$ cat src/rtl/vp_mem_pkg.sv
// Shared types for the memory-access stage: mem_in field layout,
// branch condition codes and the stage FSM states.
package vp_mem_pkg;
  localparam int MEM_RD  = 0;
  localparam int MEM_WR  = 1;
  localparam int MEM_BR  = 2;
  localparam int COND_LO = 3;
  localparam int COND_HI = 4;

  typedef enum logic [1:0] {
    C_AL = 2'b00,
    C_EQ = 2'b01,
    C_NE = 2'b10,
    C_LT = 2'b11
  } cond_e;

  typedef enum logic {
    IDLE = 1'b0,
    WAIT = 1'b1
  } mstate_e;
endpackage

$ cat src/rtl/cond_eval.sv
// Branch condition evaluator: NZCV flags x condition code -> taken.
module cond_eval
  import vp_mem_pkg::*;
(
  input  logic [3:0] i_nzcv,
  input  cond_e      i_cond,
  output logic       o_taken
);
  logic w_n, w_z, w_v;
  assign w_n = i_nzcv[3];
  assign w_z = i_nzcv[2];
  assign w_v = i_nzcv[0];

  // Decode the condition against the flags
  always_comb begin
    o_taken = 1'b0;
    case (i_cond)
      C_AL:    o_taken = 1'b1;
      C_EQ:    o_taken = w_z;
      C_NE:    o_taken = ~w_z;
      C_LT:    o_taken = w_n ^ w_v;
      default: o_taken = 1'b0;
    endcase
  end
endmodule

$ cat src/rtl/mem_stage.sv
// Memory-access pipeline stage: one load/store per instruction over a
// req/ack handshake, upstream stall while in flight, branch resolution.
// Optional macro MEM_TIMEOUT_EN: abort a WAIT after TIMEOUT_CYCLES
// cycles without ack and report it through fault.
module mem_stage
  import vp_mem_pkg::*;
#(
  parameter int ADDR_W         = 10,
  parameter int TIMEOUT_CYCLES = 16
) (
  input  logic              clk,
  input  logic              rst,
  input  logic              valid_in,
  input  logic [4:0]        mem_in,
  input  logic [1:0]        wb_in,
  input  logic [31:0]       r2_in,
  input  logic [31:0]       resALU_in,
  input  logic [3:0]        NZCV_in,
  input  logic [26:0]       branchDir_in,
  input  logic [3:0]        dest_in,
  output logic              stall,
  output logic              dmem_req,
  output logic              dmem_we,
  output logic [ADDR_W-1:0] dmem_addr,
  output logic [31:0]       dmem_wdata,
  input  logic              dmem_ack,
  input  logic [31:0]       dmem_rdata,
  output logic              valid_out,
  output logic [1:0]        wb_out,
  output logic [31:0]       readData_out,
  output logic [31:0]       resALU_out,
  output logic [3:0]        dest_out,
  output logic              branch_taken,
  output logic [26:0]       branch_target,
  output logic              fault
);
  mstate_e     r_state;
  logic [1:0]  r_wb;
  logic [3:0]  r_dest;
  logic [31:0] r_resalu;
  logic        r_taken;
  logic [26:0] r_target;

  logic w_memop, w_cond_taken, w_taken, w_timeout;

  assign w_memop = valid_in & (mem_in[MEM_RD] | mem_in[MEM_WR]);
  assign w_taken = mem_in[MEM_BR] & w_cond_taken;

  cond_eval u_cond (
    .i_nzcv  (NZCV_in),
    .i_cond  (cond_e'(mem_in[COND_HI:COND_LO])),
    .o_taken (w_cond_taken)
  );

`ifdef MEM_TIMEOUT_EN
  localparam int CNT_W = $clog2(TIMEOUT_CYCLES + 1);
  logic [CNT_W-1:0] r_cnt;
  logic             r_fault;

  assign w_timeout = (r_state == WAIT) & ~dmem_ack &
                     (r_cnt == CNT_W'(TIMEOUT_CYCLES - 1));
  assign fault     = r_fault;

  // Count unacknowledged WAIT cycles; fault pulses alongside the abort valid_out
  always_ff @(posedge clk) begin
    if (rst) begin
      r_cnt   <= '0;
      r_fault <= 1'b0;
    end else begin
      r_fault <= w_timeout;
      if ((r_state == WAIT) && !dmem_ack && !w_timeout) r_cnt <= r_cnt + 1'b1;
      else                                              r_cnt <= '0;
    end
  end
`else
  assign w_timeout = 1'b0;
  assign fault     = 1'b0;
`endif

  // Hold upstream on accept and for every WAIT cycle that does not retire the op
  assign stall = ((r_state == IDLE) & w_memop) |
                 ((r_state == WAIT) & ~dmem_ack & ~w_timeout);

  // Stage FSM, memory handshake and MEM/WB output registers
  always_ff @(posedge clk) begin
    if (rst) begin
      r_state       <= IDLE;
      r_wb          <= '0;
      r_dest        <= '0;
      r_resalu      <= '0;
      r_taken       <= 1'b0;
      r_target      <= '0;
      dmem_req      <= 1'b0;
      dmem_we       <= 1'b0;
      dmem_addr     <= '0;
      dmem_wdata    <= '0;
      valid_out     <= 1'b0;
      wb_out        <= '0;
      readData_out  <= '0;
      resALU_out    <= '0;
      dest_out      <= '0;
      branch_taken  <= 1'b0;
      branch_target <= '0;
    end else begin
      valid_out    <= 1'b0;
      branch_taken <= 1'b0;
      case (r_state)
        IDLE: begin
          if (w_memop) begin
            // Both read and write set resolves to a store
            r_state    <= WAIT;
            dmem_req   <= 1'b1;
            dmem_we    <= mem_in[MEM_WR];
            dmem_addr  <= resALU_in[ADDR_W+1:2];
            dmem_wdata <= r2_in;
            r_wb       <= wb_in;
            r_dest     <= dest_in;
            r_resalu   <= resALU_in;
            r_taken    <= w_taken;
            r_target   <= branchDir_in;
          end else if (valid_in) begin
            valid_out     <= 1'b1;
            wb_out        <= wb_in;
            readData_out  <= '0;
            resALU_out    <= resALU_in;
            dest_out      <= dest_in;
            branch_taken  <= w_taken;
            branch_target <= branchDir_in;
          end
        end
        WAIT: begin
          if (dmem_ack) begin
            r_state       <= IDLE;
            dmem_req      <= 1'b0;
            dmem_we       <= 1'b0;
            valid_out     <= 1'b1;
            wb_out        <= r_wb;
            readData_out  <= dmem_we ? 32'h0 : dmem_rdata;
            resALU_out    <= r_resalu;
            dest_out      <= r_dest;
            branch_taken  <= r_taken;
            branch_target <= r_target;
          end else if (w_timeout) begin
            // Aborted access: suppress write-back and any redirect
            r_state       <= IDLE;
            dmem_req      <= 1'b0;
            dmem_we       <= 1'b0;
            valid_out     <= 1'b1;
            wb_out        <= '0;
            readData_out  <= '0;
            resALU_out    <= r_resalu;
            dest_out      <= r_dest;
            branch_target <= r_target;
          end
        end
        default: r_state <= IDLE;
      endcase
    end
  end
endmodule

$ cat config.mk
export PLATFORM = sky130hd
export DESIGN_NAME = mem_stage
export DESIGN_NICKNAME = d
export VERILOG_FILES = /design/src/rtl/vp_mem_pkg.sv /design/src/rtl/cond_eval.sv /design/src/rtl/mem_stage.sv
export SDC_FILE = /design/constraint.sdc
export NUM_CORES = 1
export LEC_CHECK = 0
export BUFFER_PORTS_ARGS = -buffer_cell sky130_fd_sc_hd__buf_2
export CORE_MARGIN = 2
export CORE_UTILIZATION = 50
export DETAILED_ROUTE_END_ITERATION = 16
export PLACE_DENSITY = 0.76
export SETUP_SLACK_MARGIN = 0.4
export SYNTH_ARGS = -nofsm -noshare
export SYNTH_HDL_FRONTEND = slang
export SYNTH_HIERARCHICAL = 1
export SYNTH_SLANG_ARGS = --single-unit
$ cat constraint.sdc
create_clock -name clk -period 2.3 [get_ports clk]
set_clock_uncertainty 0.2 [all_clocks]
set_input_delay 0.345 -clock clk [delete_from_list [all_inputs] [get_ports clk]]
set_output_delay 0.345 -clock clk [all_outputs]
set_load 0.02 [all_outputs]
* After elaboration in Yosys (flattened, before gate mapping)
Cells that the tools add are included.
** Word-level totals
- Register bits after elaboration :: 210
- Bits in latches :: 0
- RAM bits :: 0
- Memory bits (read-only) :: 0
- Input bits :: 142
- Output and inout bits :: 145
- Memories kept :: 0
** Operators by class
- $add $sub $neg :: 0
- Multiply operators :: 0
- Divide/modulo/power cells :: 0
- $lt $le $gt $ge :: 0
- Eq/ne operators :: 7
- Shift operators :: 0
- Mux-type cells :: 38
- Bitwise gates (word level) :: 10
- Reductions and logical operators :: 4
** Operators with widths (count)
- $mux 32 :: 7
- $pmux 32 s2 :: 2
- $mux 27 :: 3
- $pmux 27 s2 :: 1
- $mux 4 :: 3
- $mux 1 :: 11
- $pmux 1 s2 :: 5
- $ne 2x2->1 const B :: 4
- $pmux 4 s2 :: 1
- $mux 2 :: 3
- $and 1x1->1 :: 4
- $eq 2x2->1 const B :: 2
- $pmux 1 s4 :: 1
- $pmux 2 s2 :: 1
- $reduce_and 2->1 :: 2
- $not 1->1 :: 3
- $reduce_and 3->1 :: 1
- $eq 2x1->1 const B :: 1
- $logic_not 2->1 :: 1
- $or 1x1->1 :: 2
- $xor 1x1->1 :: 1

* Logic depth before layout (Yosys ltp)
Gate-level depths: netlist (run 1).
- Depth after elaboration :: 6
- Mapped depth :: 6
- Mapped depth without buffers :: 4

* By module
Netlist (run 1), hierarchy kept.
** Modules (own cells, without submodules)
- mem_stage :: times used 1, cells each 926, area an instance 8463.1 µm²
- cond_eval :: times used 1, cells each 3, area an instance 27.5 µm²

* Least setup slack after synthesis (run 1)
Ideal clock, no wire load.
- Path type :: register to output
- Start :: register r_state
- End :: output stall
- Arrival time :: 1.345 ns
- Required time :: 1.755 ns
- Setup slack :: 0.410 ns
- Cell stages (with the launch flop) :: 7
- Path buffers :: 3
- Path through :: dfxtp_1 > buf_6 > nor2b_1 > clkbuf_1 > clkbuf_1 > nand2_1 > nand2_1
** Between the ends
- Word-level cells in the longest chain between the ends :: 3
** Ends and longest elaborated chain
- start, declared :: RTL line mem_stage.sv:37 : mstate_e r_state;
- start signal, assigned :: RTL line mem_stage.sv:87 : r_state <= IDLE;
- start signal, assigned :: RTL line mem_stage.sv:111 : r_state <= WAIT;
- start signal, assigned :: RTL line mem_stage.sv:133 : r_state <= IDLE;
- $not 1->1 (no source line)
- $and 1x1->1 :: RTL line mem_stage.sv:81 : assign stall = ((r_state == IDLE) & w_memop) |
- $or 1x1->1 (*) :: RTL line mem_stage.sv:81
- end, declared :: RTL line mem_stage.sv:21 : output logic stall,
Every way passes the cells marked *; elsewhere a longest branch is shown, timed or not.

* Final worst setup path (run 1)
- Start :: register r_state
- End :: register resALU_out[19]
** Between the ends
- Word-level cells in the longest chain between the ends :: 3
** Ends and longest elaborated chain
- $not 1->1 (no source line)
- $ne 2x2->1 (no source line)
- $reduce_and 3->1 (no source line)
- end signal, assigned :: RTL line mem_stage.sv:125 : resALU_out <= resALU_in;
- end signal, assigned :: RTL line mem_stage.sv:139 : resALU_out <= r_resalu;
- end signal, assigned :: RTL line mem_stage.sv:151 : resALU_out <= r_resalu;
- end, declared :: RTL line mem_stage.sv:31 : output logic [31:0] resALU_out,
Parallel ways exist; a longest one is shown, timed or not.
A chain may end at the register's enable or synchronous reset.

==> impl_metrics.json, run 1 <==
{
  "run_status": "completed",
  "drv_slew": 0,
  "critPathCaptureType": "register",
  "detail_route.drc_violations": 0,
  "synth_seq_area_share_pct": 47.2,
  "synth-seq-cells": 200,
  "crit_slowest_cell": "or4b_4",
  "drtAntennaViolNets": 0,
  "cp_num_buf_inv": 1,
  "filler_cell_count": 1223,
  "totalPowerFinal_mw": 8.33,
  "design.core.area_um2": 16600,
  "grt_start_max_net_pins": 67,
  "row_count": 47,
  "vias_per_cell": 5.74,
  "timing.final.setup_violations": 0,
  "first_iter_violations": 688,
  "cts_inserted_buffers": 17,
  "cellPowerDensity_nw_per_um2": 694,
  "floorplan.die_area_um2": 18000,
  "placement.setup.worst_slack_ns": 0.252,
  "synth_fp_nets": 1071,
  "worst_ir_drop_vdd_mv": 0.564,
  "first_global_vias": 8739,
  "critical_path_arrival_ns": 2.02,
  "globalRouteMet3Util_pct": 6.95,
  "io_buffer_count": 284,
  "floorplan.die.width_um": 134,
  "first_pass_grt_wire_length_mm": 44.1,
  "most_repeated_cell_in_the_gate_level_netlist_after_synthesis": "dfxtp_1",
  "place_congestion": 0.807,
  "htreeDepth": 4,
  "synthArstFlopShare_pct": 0,
  "grtUsageMet1_pct": 36.6,
  "number_of_nets_in_the_final_layout": 1416,
  "final-hold-violation-count": 0,
  "yosys_warning_count": 6,
  "synth_edf_count": 0,
  "ys_types": 30,
  "detailed_place_hpwl_mm": 15.1,
  "globalRoute.busiestLayer": "met2",
  "post_synth_top_area_cell": "dfxtp_1",
  "clkSinkCount": 200,
  "drv_cap": 0,
  "worstMarginPinSlew_ns": 0.581,
  "post_drt_wl_per_cell_um": 18.5,
  "crit_required_ns": 2.39,
  "gr-total-overflow": 0,
  "clk_pin_slew_worst_paths_ns": 0.07,
  "startpoint_type": "register",
  "worst_min_delay_path_class": "input pin to register",
  "switching_share_pct": 29.6,
  "final_cell_area_um2": 12000,
  "post_synth_main_area_contributors": "dfxtp_1 (47%), a221oi_2 (8.8%), a21oi_1 (6.0%)",
  "min_period_ns": 1.93,
  "io_pins": 287,
  "die_y_um": 134,
  "cts_tree": "yes",
  "worstSkewPairLatency_ns": 0.43,
  "firstDrtPassIters": 5,
  "unrepaired_setup_endpoints_after_global_routing": "true",
  "primary_flip_flop_cell_chosen_by_synthesis_mapping": "dfxtp_1",
  "power.share.sequential_pct": 45.7,
  "post_synth.cell_area_avg_um2": 9.14,
  "worst_path_largest_cell_delay_ns": 0.58,
  "postLayoutSetupSlackWorst_ns": 0.367,
  "netSwitchingPower_mw": 2.47,
  "layout-drive-gt1-share_pct": 32.2,
  "synthTopCellsByCount": "dfxtp_1 (200), a21oi_1 (101), o21ai_0 (98)",
  "grt_antenna_before_repair": 4,
  "floorplan.initialDensity_pct": 51.2,
  "worst_rel_slew_slack_pct": 61.3,
  "clock_power_share_pct": 35.3,
  "upper_clock_frequency_limit_ghz": 0.517,
  "path_max_fanout": 24,
  "crit_chain": "or4b_4 > buf_12 > a221oi_2 > a211oi_1",
  "grtUsageTotal_pct": 30.3,
  "cts.root.buffer_cell": "clkbuf_16",
  "critPathKind": "register to register",
  "netlist_area_um2": 8490,
  "cts.path.max_buffers": 2,
  "fin_crit_sh_pct": 84.0,
  "placedInstanceArea_um2": 9960,
  "grt_util_met2_pct": 52.0,
  "syn-instance-count": 929,
  "internal_power_mw": 5.86,
  "finalSetupTns_ns": 0,
  "syn2layout_area_growth_pct": 41.3,
  "timing.critical_path.max_delay_family": "simple AND/OR/NAND/NOR gates",
  "power.static_leakage_nw": 4.97,
  "route.final.wire_length_mm": 28.0,
  "yosys.area.top_type_share_pct": 47.2,
  "p_comb_share_pct": 19.0,
  "vias": 8667
}
placed cells by master (no fill, tap or decap), types with 3 or more instances in the layout:
| master | instances |
|---|---|
| a22o_1 | 32 |
| dlygate4sd3_1 | 129 |
| dfxtp_1 | 199 |
| nor2b_1 | 65 |
| buf_4 | 17 |
| buf_12 | 6 |
| nand2_1 | 4 |
| inv_6 | 4 |
| a221oi_2 | 58 |
| a221oi_1 | 5 |
| inv_1 | 66 |
| a21oi_1 | 101 |
| buf_2 | 282 |
| o21ai_0 | 98 |
| buf_6 | 3 |
| clkinv_4 | 4 |
| nand3_1 | 97 |
| a211oi_1 | 65 |
| clkbuf_16 | 17 |
| diode_2 | 4 |
power by group through the flow:
| stage | Sequential, mW | Combinational [mW] | Clock, mW |
|---|---|---|---|
| 3_5_place_dp | 3.88 | 1.33 | 0 |
| 3_3_place_gp | 3.87 | 1.31 | 0 |
| 5_1_grt | 3.83 | 1.70 | 3.11 |
| 6_report | 3.81 | 1.58 | 2.94 |
| 4_1_cts | 3.80 | 1.53 | 2.98 |
| 2_1_floorplan | 4.05 | 0.686 | 0 |
worst min-delay path: cells and delay by family:
kind / cells / cell delay (ns)
AO/OA/AOI/OAI: 1 / 0.07
buffers and inverters: 1 / 0.11
AND/OR/NAND/NOR: 1 / 0.08
path summary, 6_finish.rpt:
path | startpoint | end | slack [ns] | cells past startpoint
worst max-delay path | r_state | resALU_out[19] | 0.37 | 4
worst min-delay path | resALU_in[15] | r_resalu[15] | 0.03 | 3
worst max register to register | r_state | resALU_out[19] | 0.37 | 4
worst min register to register | resALU_out[12] | resALU_out[12] | 0.25 | 2
state kept, by name, summed over array words and instances (netlist names):
signal,flops
dest_out,4
dmem_wdata,32
r_wb,2
dmem_addr,9
r_state,1
readData_out,32
branch_taken,1
r_taken,1
r_resalu,23
dmem_req,1
dmem_we,1
r_target,27
resALU_out,32
valid_out,1
wb_out,2
branch_target,27
r_dest,4
stage by stage:
stage                     instances  hold slack, ns  util, %
after floorplan                 929           0.247        -
after global placement         1341           0.241     60.0
after detailed placement       1341           0.244     60.0
after CTS                      1505       0.0000870     71.7
after global routing           1511          0.0118     72.3
final                          1511          0.0289     72.3
kinds of logic (layout without fill, tap and decap cells):
kind of cell              count (synthesis)  in the layout  share of synthesized area [%]
other                                     1              5                         0.0442
buffers and inverters                   181            539                           9.31
AOI/OAI and AO/OA                       364            364                           31.5
DFF                                     200            200                           47.2
muxes                                     1              1                          0.118
xor gates and xnor gates                  1              1                          0.103
and+or+nand+nor                         181            181                           11.8
routing by layer:
metal / wire length [µm] / up-vias
met2: 13900 / 461
met1: 11000 / 4084
li1: - / 4057
met5: 0 / -
met4: 826 / 0
met3: 2300 / 65
repair_timing:
item                                    in CTS  in global routing
gates cloned                                 1                  0
resized for setup                            6                 14
pin swaps                                    1                  0
setup buffers                                2                  2
endpoints found under the setup margin      51                 55
hold buffers                               129                  0
hold endpoints to repair                   129                  0
final cells by class:
cell class,count,area (µm²),area share (%)
Clock buffer,18,429,3.58
Antenna cell,4,10.0,0.0834
Tap cell,220,275,2.29
Multi-Input combinational cell,548,3830,31.9
Inverter,66,248,2.06
Sequential cell,200,4010,33.4
Clock inverter,14,140,1.17
Timing Repair Buffer,441,3060,25.5
No activity file was read; power rests on OpenSTA's default activity.
==> inputs of run 2 (changes only) <==
ABC_AREA = 1   (was default)
CORE_UTILIZATION = 51   (was 50)
PLACE_DENSITY = 0.77   (was 0.76)
clock period = 1.8 ns   (was 2.3 ns; I/O delays follow)
==> impl_metrics.json, run 2 <==
{
  "synthArstFlopShare_pct": 0,
  "finalHoldWorstSlack_ns": -0.00938,
  "placedInstanceArea_um2": 10200,
  "critPathKind": "register to output port",
  "clock_power_share_pct": 32.2,
  "power.share.sequential_pct": 41.7,
  "min_period_ns": 1.76,
  "io_pins": 287,
  "critPathCaptureType": "output port",
  "unrepaired_setup_endpoints_after_global_routing": "true",
  "first_pass_grt_wire_length_mm": 43.4,
  "failed_checks": "negative hold slack",
  "drv_slew": 0,
  "layout.cells.most_common": "buf_2",
  "cpMostUsedCell": "nand2_4",
  "timing.critical_path.max_delay_family": "flip-flops",
  "post_synth_top_area_cell": "dfxtp_1",
  "placed_cells": 1698,
  "floorplan.die_area_um2": 18200,
  "first_global_vias": 8830,
  "floorplan.die.width_um": 135,
  "place_congestion": 0.775,
  "cts_tree": "yes",
  "yosys_warning_count": 6,
  "ys_types": 17,
  "io_buffer_count": 284,
  "path_max_fanout": 2,
  "run_status": "finished with violations",
  "row_count": 47,
  "post_synth.cell_area_avg_um2": 6.82,
  "critical_path_arrival_ns": 1.29,
  "drv_cap": 0,
  "crit_required_ns": 1.33,
  "crit_chain": "nor2_4 > nand2_4 > buf_12 > nand2_4 > buf_6",
  "synth_seq_area_share_pct": 45.9,
  "worstSkewPairLatency_ns": 0.45,
  "final-hold-violation-count": 1,
  "biggestRegsByFlops": "dmem_wdata: 32 flops, readData_out: 32 flops, resALU_out: 32 flops",
  "most_repeated_cell_in_the_gate_level_netlist_after_synthesis": "nor2_1",
  "crit_slowest_cell": "dfxtp_4",
  "clk_pin_slew_worst_paths_ns": 0.07,
  "cellPowerDensity_nw_per_um2": 828,
  "primary_flip_flop_cell_chosen_by_synthesis_mapping": "dfxtp_1",
  "vias_per_cell": 5.73,
  "placement.setup.worst_slack_ns": 0.114,
  "yosys.area.top_type_share_pct": 45.9,
  "gr-total-overflow": 0,
  "synth_edf_count": 0,
  "detailed_place_hpwl_mm": 15.2,
  "route.final.wire_length_mm": 40.3,
  "syn2layout_area_growth_pct": 65.6,
  "vias": 11100,
  "syn-instance-count": 1278,
  "cts.root.buffer_cell": "clkbuf_16",
  "grt_antenna_before_repair": 2,
  "cp_num_buf_inv": 2,
  "grtUsageTotal_pct": 29.6,
  "layout-drive-gt1-share_pct": 34.0,
  "netlist_area_um2": 8720,
  "filler_cell_count": 806,
  "number_of_nets_in_the_final_layout": 1840,
  "worst_min_delay_path_class": "input pin to register",
  "synthTopCellsByCount": "nor2_1 (272), dfxtp_1 (200), nand2_1 (173)",
  "synth_fp_nets": 1420,
  "internal_power_mw": 8.18,
  "clkSinkCount": 200,
  "final_cell_area_um2": 14400,
  "cts.path.max_buffers": 2,
  "postLayoutSetupSlackWorst_ns": 0.0404,
  "die_y_um": 135,
  "upper_clock_frequency_limit_ghz": 0.568,
  "worst_ir_drop_vdd_mv": 0.798,
  "power.static_leakage_nw": 6.94,
  "floorplan.initialDensity_pct": 52.4,
  "firstDrtPassIters": 6,
  "post_drt_wl_per_cell_um": 20.9,
  "totalPowerFinal_mw": 12.0,
  "synth-seq-cells": 200,
  "timing.final.setup_violations": 0,
  "detail_route.drc_violations": 0,
  "finish.cell_count_without_fillers": 1930,
  "p_comb_share_pct": 26.1,
  "post_synth_main_area_contributors": "dfxtp_1 (46%), nor2_1 (12%), o21ai_0 (8.1%)",
  "switching_share_pct": 31.6,
  "postLayoutCoreUtil_pct": 86.8,
  "layout_common_cells": "buf_2 (283), nor2_1 (259), dfxtp_1 (199)",
  "fin_crit_sh_pct": 97.8,
  "first_iter_violations": 987,
  "netSwitchingPower_mw": 3.78,
  "grt_start_max_net_pins": 68,
  "cts_inserted_buffers": 17,
  "worst_path_largest_cell_delay_ns": 0.36,
  "startpoint_type": "register",
  "drtAntennaViolNets": 0,
  "design.core.area_um2": 16600,
  "htreeDepth": 4
}
-- run 2: changes by cell type after synthesis, moves of 38 or more --
cell | previous run | this run
a211oi_1 | 65 | 0
a221oi_2 | 50 | 0
buf_2 | 14 | 52
clkbuf_1 | 78 | 30
inv_1 | 66 | 151
nand2_1 | 5 | 173
nor2_1 | 4 | 272
nor2b_1 | 66 | 0
o21ai_0 | 98 | 142
-- run 2: area by class of cell --
class                           count  area [µm²]  share of cell area, %
Timing Repair Buffer              507        4570                   31.7
Timing Repair inverter              1        16.3                  0.113
Multi-Input combinational cell    819        4420                   30.6
Clock inverter                      7        96.3                  0.667
Sequential cell                   200        4010                   27.7
Antenna cell                        2        5.00                 0.0346
Inverter                          152         599                   4.15
Clock buffer                       22         454                   3.14
Tap cell                          220         275                   1.91
-- run 2: worst min-delay path, stage by stage --
cell and delay [ns]:
buf_2 0.12, nor2_4 0.05, nand3_1 0.08, a21oi_1 0.06
-- run 2: worst paths after layout --
path                                       start                to  slack (ns)  depth (start not counted)
worst max-delay path                     r_state             stall        0.04                          5
worst min-delay path                   mem_in[0]      branch_taken      -0.009                          4
worst max register to register           r_state     dmem_wdata[3]        0.05                          9
worst min register to register  readData_out[21]  readData_out[21]        0.28                          2
-- run 2: power by group through the flow --
stage / Combinational, mW / Clock, mW / Sequential [mW]
2_1_floorplan: 1.03 / 0 / 5.29
3_3_place_gp: 1.86 / 0 / 5.03
3_5_place_dp: 1.89 / 0 / 5.04
4_1_cts: 2.26 / 3.76 / 4.94
5_1_grt: 3.28 / 4.00 / 5.01
6_report: 3.11 / 3.85 / 4.99
-- run 2: per-layer routing --
layer  track usage, %  wire length [µm]  vias to the layer above  share of wire [%]
met3             6.57              4140                      272                 10
met2             52.0             19500                      846                 48
met4             11.7              3020                        0                7.5
met5                0                 0                        -                  0
li1                 -                 -                     4853                  -
met1             35.2             13700                     5092                 34
-- run 2: kinds of logic (layout without fill, tap and decap cells) --
logic type / count (synthesis) / in the layout / share of synthesized area [%]
simple gates: 552 / 552 / 25.5
compound gates: 266 / 266 / 15.3
buf+inv: 259 / 689 / 13.3
flops: 200 / 200 / 45.9
other cells: 1 / 3 / 0.0430
-- run 2: repair_timing --
action,in CTS,in global routing
setup endpoints to repair,335,344
gates cloned,7,47
gates resized for setup,30,286
hold buffers,128,0
hold endpoints to repair,128,0
pin swaps,1,46
setup buffers,5,14
-- run 2: through the flow --
stage               setup TNS, ns  hold slack, ns
floorplan                       0           0.217
global placement                0           0.255
CTS                             0         -0.0368
global route              -0.0696         0.00205
finish                          0        -0.00938
detailed placement              0           0.267
